--- config.mk ---
export PLATFORM = sky130hd
export DESIGN_NAME = uart_tx_fifo
export DESIGN_NICKNAME = d
export VERILOG_FILES = /design/src/rtl/uart_tx_fifo.sv
export SDC_FILE = /design/constraint.sdc
export NUM_CORES = 1
export LEC_CHECK = 0
export CORE_AREA = 2 2 109 121
export DETAILED_ROUTE_END_ITERATION = 10
export DIE_AREA = 0 0 111 123
export GPL_ROUTABILITY_DRIVEN = 0
export GPL_TIMING_DRIVEN = 1
export PLACE_DENSITY = 0.48
export SETUP_SLACK_MARGIN = 0.2
export SYNTH_ARGS = -nofsm -noshare
export SYNTH_HDL_FRONTEND = slang
export SYNTH_SLANG_ARGS = --single-unit
--- constraint.sdc ---
create_clock -name clk_i -period 2.38 [get_ports clk_i]
set_input_delay 0.357 -clock clk_i [delete_from_list [all_inputs] [get_ports clk_i]]
set_output_delay 0.357 -clock clk_i [all_outputs]
set_load 0.005 [all_outputs]
--- src/rtl/uart_tx_fifo.sv ---
// UART transmitter with a small write FIFO; bits are paced by a one-cycle
// oversample tick. Parity and stop-bit settings are captured per frame.
module uart_tx_fifo #(
  parameter int N          = 8,
  parameter int OVERSAMPLE = 16,
  parameter int FIFO_DEPTH = 4,
  parameter bit MSB_FIRST  = 1'b1
) (
  input  logic                          clk_i,
  input  logic                          rst_i,
  input  logic                          tick_i,
  input  logic [N-1:0]                  data_i,
  input  logic                          data_we_i,
  input  logic                          tx_en_i,
  input  logic                          parity_en_i,
  input  logic                          parity_odd_i,
  input  logic                          two_stop_i,
  output logic                          tx_o,
  output logic                          busy_o,
  output logic                          tx_done,
  output logic                          full_o,
  output logic                          empty_o,
  output logic                          overflow_o,
  output logic [$clog2(FIFO_DEPTH):0]   fifo_count_o
);

  localparam int AW    = $clog2(FIFO_DEPTH);
  localparam int CNT_W = AW + 1;
  localparam int CW    = $clog2(OVERSAMPLE);
  localparam int BW    = $clog2(N);

  localparam logic [CW-1:0]    TICK_LAST = CW'(OVERSAMPLE - 1);
  localparam logic [BW-1:0]    BIT_LAST  = BW'(N - 1);
  localparam logic [CNT_W-1:0] CNT_FULL  = CNT_W'(FIFO_DEPTH);

  typedef enum logic [2:0] {IDLE, START, DATA, PARITY, STOP} state_t;

  state_t            state;
  logic [N-1:0]      mem [FIFO_DEPTH];
  logic [AW-1:0]     wr_ptr, rd_ptr;
  logic [CNT_W-1:0]  count_next;
  logic [N-1:0]      head;
  logic [N-1:0]      shreg;
  logic [CW-1:0]     tick_cnt;
  logic [BW-1:0]     bit_cnt;
  logic              stop_cnt;
  logic              par_en_q, par_bit_q, two_stop_q;
  logic              push, pop, bit_end, last_stop, frame_end;
  logic              out_bit;
  logic [N-1:0]      shifted;

  assign head      = mem[rd_ptr];
  assign bit_end   = tick_i && (tick_cnt == TICK_LAST);
  assign last_stop = !two_stop_q || stop_cnt;
  assign frame_end = (state == STOP) && bit_end && last_stop;
  assign push      = data_we_i && !full_o;
  // A frame may start from IDLE on any tick, or chain directly off the last stop bit.
  assign pop       = tx_en_i && !empty_o &&
                     (((state == IDLE) && tick_i) || frame_end);

  assign out_bit = MSB_FIRST ? shreg[N-1] : shreg[0];
  assign shifted = MSB_FIRST ? {shreg[N-2:0], 1'b0} : {1'b0, shreg[N-1:1]};

  // NOTE: every variable driven in always_comb gets a default first, so no latch is inferred.
  always_comb begin
    count_next = fifo_count_o;
    if (push && !pop)
      count_next = fifo_count_o + 1'b1;
    else if (!push && pop)
      count_next = fifo_count_o - 1'b1;
  end

  // NOTE: the storage array has no reset; pointers and count define what is valid.
  always_ff @(posedge clk_i) begin
    if (push)
      mem[wr_ptr] <= data_i;
  end

  // NOTE: sequential state uses non-blocking assignments so all flops update together.
  always_ff @(posedge clk_i or posedge rst_i) begin
    if (rst_i) begin
      wr_ptr       <= '0;
      rd_ptr       <= '0;
      fifo_count_o <= '0;
      full_o       <= 1'b0;
      empty_o      <= 1'b1;
      overflow_o   <= 1'b0;
    end else begin
      if (push) wr_ptr <= wr_ptr + 1'b1;
      if (pop)  rd_ptr <= rd_ptr + 1'b1;
      fifo_count_o <= count_next;
      full_o       <= (count_next == CNT_FULL);
      empty_o      <= (count_next == '0);
      if (data_we_i && full_o)
        overflow_o <= 1'b1;
    end
  end

  always_ff @(posedge clk_i or posedge rst_i) begin
    if (rst_i) begin
      state      <= IDLE;
      tx_o       <= 1'b1;
      busy_o     <= 1'b0;
      tx_done    <= 1'b0;
      tick_cnt   <= '0;
      bit_cnt    <= '0;
      stop_cnt   <= 1'b0;
      shreg      <= '0;
      par_en_q   <= 1'b0;
      par_bit_q  <= 1'b0;
      two_stop_q <= 1'b0;
    end else begin
      tx_done <= frame_end;

      if (tick_i && (state != IDLE))
        tick_cnt <= bit_end ? '0 : tick_cnt + 1'b1;

      if (pop) begin
        // Frame settings are captured here and held until the next pop.
        state      <= START;
        tx_o       <= 1'b0;
        busy_o     <= 1'b1;
        shreg      <= head;
        par_en_q   <= parity_en_i;
        par_bit_q  <= (^head) ^ parity_odd_i;
        two_stop_q <= two_stop_i;
      end else begin
        case (state)
          IDLE: ;
          START: begin
            if (bit_end) begin
              tx_o    <= out_bit;
              shreg   <= shifted;
              bit_cnt <= '0;
              state   <= DATA;
            end
          end
          DATA: begin
            if (bit_end) begin
              if (bit_cnt == BIT_LAST) begin
                if (par_en_q) begin
                  tx_o  <= par_bit_q;
                  state <= PARITY;
                end else begin
                  tx_o     <= 1'b1;
                  stop_cnt <= 1'b0;
                  state    <= STOP;
                end
              end else begin
                tx_o    <= out_bit;
                shreg   <= shifted;
                bit_cnt <= bit_cnt + 1'b1;
              end
            end
          end
          PARITY: begin
            if (bit_end) begin
              tx_o     <= 1'b1;
              stop_cnt <= 1'b0;
              state    <= STOP;
            end
          end
          STOP: begin
            if (bit_end) begin
              if (!last_stop) begin
                stop_cnt <= 1'b1;
              end else begin
                tx_o   <= 1'b1;
                busy_o <= 1'b0;
                state  <= IDLE;
              end
            end
          end
          default: begin
            tx_o   <= 1'b1;
            busy_o <= 1'b0;
            state  <= IDLE;
          end
        endcase
      end
    end
  end

endmodule

# After elaboration in Yosys (flattened, before gate mapping)
# Memory sizes are Yosys's and may differ from the RTL's.
# Index checks and enable logic that the tools add are counted.
totals:
  ff_bits: 35
  mem_bits_rw: 32
  output_inout_bits: 9
  memories: 1
mem_list:
  columns: ["name", "words", "word_bits", "rd", "rd_clocked_by_memory_dff", "write_ports", "line_no", "rtl"]
  rows:
  - ["mem", 4, 8, 1, 0, 1, "39", "logic [N-1:0] mem [FIFO_DEPTH];"]
op_classes:
  n_addsub: 6
  n_eq_ne: 24
  mux: 43
  bitwise: 2
  n_reduce_logical: 32
op_table:
  columns: ["operator", "n"]
  rows:
  - ["two-way mux 3 bit", 13]
  - ["two-way mux 8 bit", 4]
  - ["inequality test 3 bit, second input constant", 7]
  - ["two-way mux 1 bit", 19]
  - ["inequality test 2 bit, second input constant", 9]
  - ["one-hot mux 8 bit (2 select lines)", 1]
  - ["one-hot mux 3 bit (5 select lines)", 1]
  - ["logical AND 1 bit", 11]
  - ["equality test 3 bit, second input constant", 3]
  - ["nonzero test 3 bit", 3]
  - ["AND reduction 8 bit", 1]
  - ["parity 8 bit", 1]
  - ["AND reduction 7 bit", 1]
  - ["adder 3 x 1 -> 3 bit, second input constant", 2]
  - ["equality test 3 x 2 -> 1 bit, second input constant", 2]
  - ["zero test 3 bit", 2]
  - ["one-hot mux 3 bit (2 select lines)", 1]
  - ["AND reduction 6 bit", 1]
  - ["zero test 1 bit", 5]
  - ["one-hot mux 1 bit (5 select lines)", 1]
  - ["AND reduction 5 bit", 1]
  - ["adder 2 x 1 -> 2 bit, second input constant", 2]
  - ["adder 4 x 1 -> 4 bit, second input constant", 1]
  - ["equality test 4 bit, second input constant", 1]
  - ["13 further kinds", 14]

# Depth between registers and ports, before layout
depth:
  word_depth: 10
  ltp_mapped: 7

# Least setup slack after synthesis
# No wires, ideal clock.
synth_path:
  path_kind: "register -> register"
  startpoint: "reg tick_cnt[0]"
  endpoint: "reg shreg[1]"
  setup_ns: 0.118
  t_arrival_ns: 1.823
  t_required_ns: 2.262
  setup_slack_ns: 0.439
  path_stages_with_launch: 8
  period_less_slack_ns: 1.941
  path_cell_list: "dfrtp_1 > ha_1 > and4_1 > a32oi_1 > nor2_1 > buf_2 > a22o_1 > a21o_1"
synth_via:
  elab_chain_len: 8
synth_rtl:
  columns: ["item", "line_no", "rtl"]
  rows:
  - ["from (decl)", "44", "logic [CW-1:0] tick_cnt;"]
  - ["from (signal assigned)", "116", "tick_cnt <= bit_end ? '0 : tick_cnt + 1'b1;"]
  - ["equality test 4 bit *", "53", "assign bit_end = tick_i && (tick_cnt == TICK_LAST);"]
  - ["logical AND 1 bit *", "53", null]
  - ["logical AND 1 bit (2 in a row)", "55", "assign frame_end = (state == STOP) && bit_end && last_stop;"]
  - ["logical OR 1 bit", "59", "(((state == IDLE) && tick_i) || frame_end);"]
  - ["logical AND 1 bit", "58", "assign pop = tx_en_i && !empty_o &&"]
  - ["inequality test 3 bit (no line) / nonzero test 3 bit (equally long branches)", null, null]
  - ["AND reduction 4 bit (no line)", null, null]
  - ["to (signal assigned)", "133", "shreg <= shifted;"]
  - ["to (signal assigned)", "151", "shreg <= shifted;"]
  - ["to (decl)", "43", "logic [N-1:0] shreg;"]
# Every way passes the cells marked *; elsewhere a longest branch is shown, timed or not.
# A chain may end at the register's enable or synchronous reset.

# Final worst setup path
layout_path:
  startpoint: "reg tick_cnt[0]"
  endpoint: "reg empty_o"
layout_via:
  elab_chain_len: 10
layout_rtl:
  columns: ["item", "line_no", "rtl"]
  rows:
  - ["equality test 4 bit *", "53", null]
  - ["logical AND 1 bit *", "53", null]
  - ["logical AND 1 bit * (2 in a row)", "55", null]
  - ["logical OR 1 bit *", "59", null]
  - ["logical AND 1 bit *", "58", null]
  - ["logical AND 1 bit / zero test 1 bit (equally long branches)", "69, 67", null]
  - ["two-way mux 3 bit / logical AND 1 bit (equally long branches)", "69, 67", null]
  - ["two-way mux 3 bit *", "67", "if (push && !pop)"]
  - ["zero test 3 bit *", "93", "empty_o <= (count_next == '0);"]
  - ["to (signal assigned)", "93", null]
  - ["to (decl)", "22", "output logic empty_o,"]
# Marked as above.

==> qor.yml <==
grt.total_usage: 0.0927
fmax_ghz: 0.496
hpwl_um: 3940
grt_pass1_wl_um: 9840
gr-total-overflow: 0
cellPowerDensity_nw_per_um2: 1220
drt_iter0_drc: 52
setup_viol: 0
grt_max_degree: 36
finalCriticalPeriod_ns: 2.02
placed_cell_area_um2: 3540
final_area_um2: 3880
start_kind: "flop"
drcViolationCount: 0
portBuffers: 24
dr.pass1.iters: 4
clockBufferDepth: 2
leakage_nw: 1.55
cts_sinks: 67
via_per_inst: 4.39
crit_fanout: 4
final_layout_size_suffix_gt1_frac: 0.151
num_rows: 43
start_util: 0.246
fin_crit_sh: 0.847
area_growth_pct: 27.1
postRouteAntennaNets: 0
fin_nets: 304
first_global_vias: 2039
status: "complete, no violations"
synth-seq-cells: 67
wl_per_cell_um: 12.9
pin_count: 25
required_ns: 2.65
synth_common_cells: "dfrtp_1, edfxtp_1, nand2_1"
synth_flop_cell: "dfrtp_1"
ys_async_sr_fraction: 0.522
vdd_drop_max_uv: 291
syn-num-nets: 258
yosysSeqAreaShare: 0.602
yosys-top-cells-area: "edfxtp_1, dfrtp_1, ha_1"
drv_cap: 0
timing.slew.headroom: 0.683
num_vias: 1934
rsz0062_at_grt: "false"
r2r_slack_ns: 0.36
dieArea_um2: 13700
cts_buffers: 9
cts_tree: "done"
hold_buffers: 0
slew_violations: 0
path_class: "reg -> reg"
yosys_warnings: 0
fp.dieW_um: 111
endpoint_kind: "flop"
n_antenna_cell: 0
synth-edff-count: 32
r2r_cells: 6
worst-slew-pin-transition_ns: 0.475
h-tree-depth: 3
cts-root-buf: "clkbuf_16"
worstReg2RegStart: "tick_cnt[0]"
avgSynthCellArea_um2: 13.1
clk-insertion-delay-late_ns: 0.33
syn-cell-area_um2: 3050
syn_inst: 233
hold_viol_final: 0
cp.arrival_ns: 2.29
synth_top_cell_by_area: "edfxtp_1"
skew_ns: 0.00790
holdCritPathClass: "in -> async"
synth_top_area_frac: 0.315
fp.coreArea_um2: 12400
drt_wl_total_um: 5710
clkSlewWorstSetupHoldPaths_ns: 0.05
dieHeight_um: 123
setup_tns_ns: 0
antenna_found_initial: 0
reg2reg_to: "empty_o"
synthDistinctLibCells: 48
yosysMostFrequentCell: "dfrtp_1"
-- layout by cell type, fill, tap and decap left out, drive strengths merged, types with 2 or more instances in the layout --
master / count
a21o: 7
a21oi: 5
a22o: 7
a31oi: 2
and2: 5
buf: 17
clkbuf: 10
clkdlybuf4s50: 24
clkinvlp: 3
dfrtp: 33
dfstp: 2
edfxtp: 32
ha: 9
inv: 11
mux4: 8
nand2: 22
nand2b: 4
nand3: 5
nand4: 2
nor2: 12
nor2b: 7
nor3: 8
o21a: 2
o21ai: 12
o21bai: 3
o31ai: 3
xnor2: 9
xor2: 2
-- kinds of logic after synthesis --
| group | share of synthesized area |
|---|---|
| simple gates | 0.107 |
| flops | 0.602 |
| compound gates | 0.118 |
| buf+inv | 0.0234 |
| xor+xnor | 0.0414 |
| mux | 0.0709 |
| fa+ha+maj | 0.0369 |
-- worst max-delay path by stage --
| stage | from | endpoint | cells after the start |
|---|---|---|---|
| floorplan | tick_cnt[0] | shreg[1] | 7 |
| global placement | rd_ptr[0] | par_bit_q | 5 |
| detailed placement | tick_i | empty_o | 6 |
| CTS | rd_ptr[0] | par_bit_q | 5 |
| global route | tick_cnt[0] | empty_o | 7 |
| finish | tick_cnt[0] | empty_o | 6 |
-- registers in the layout (all words and copies together) (netlist names), 2 cells and up --
signal / cells
rd_ptr: 2
wr_ptr: 2
shreg: 8
fifo_count_o: 3
tick_cnt: 4
state: 3
mem: 32
bit_cnt: 3
-- timing repair --
| action | in CTS | in global routing |
|---|---|---|
| pin swaps | 0 | 1 |
| buffers inserted | 0 | 6 |
| gates resized for setup | 1 | 1 |
| setup endpoints to repair | 1 | 2 |
-- per-stage QoR --
step | hold WS, ns | util | instances | setup WS (ns) | power (mW)
final | 0.450 | 0.312 | 441 | 0.364 | 4.75
after global routing | 0.501 | 0.312 | 441 | 0.239 | 5.09
after CTS | 0.465 | 0.309 | 435 | 0.303 | 4.76
after detailed placement | 0.457 | 0.285 | 419 | 0.155 | 3.42
after global placement | 0.448 | 0.285 | 419 | 0.212 | 3.41
after floorplan | 0.449 | - | 233 | 0.439 | 2.96
-- power by group --
| group | switching, mW | internal, mW | total [mW] |
|---|---|---|---|
| combinational | 0.697 | 0.893 | 1.59 |
| clock | 0.489 | 0.812 | 1.30 |
| sequential | 0.270 | 1.59 | 1.86 |
| total | 1.46 | 3.29 | 4.75 |
-- critical path, stage by stage, from the launching register on --
cell and delay, ns:
dfrtp_1 0.41, ha_1 0.25, and4_1 0.25, a32o_1 0.27, a2111oi_1 0.43, a311oi_1 0.10, o21ba_2 0.26
-- metal layers --
metal  up-vias  wire (um)  track usage
li1        958          -            -
met1       936       2670        0.109
met2        32       2720        0.155
met3         8        222       0.0289
met4         0         93       0.0469
met5         -          0            0
-- final cells by class --
type / instances / area (um2)
fill: 1243 / 8550
sequential: 67 / 1840
multi-input combinational: 150 / 1140
timing repair buffer: 41 / 368
clock buffer: 10 / 229
tap: 157 / 196
clock inverter: 6 / 66.3
inverter: 10 / 37.5
Power figures use the tool's default switching activity.
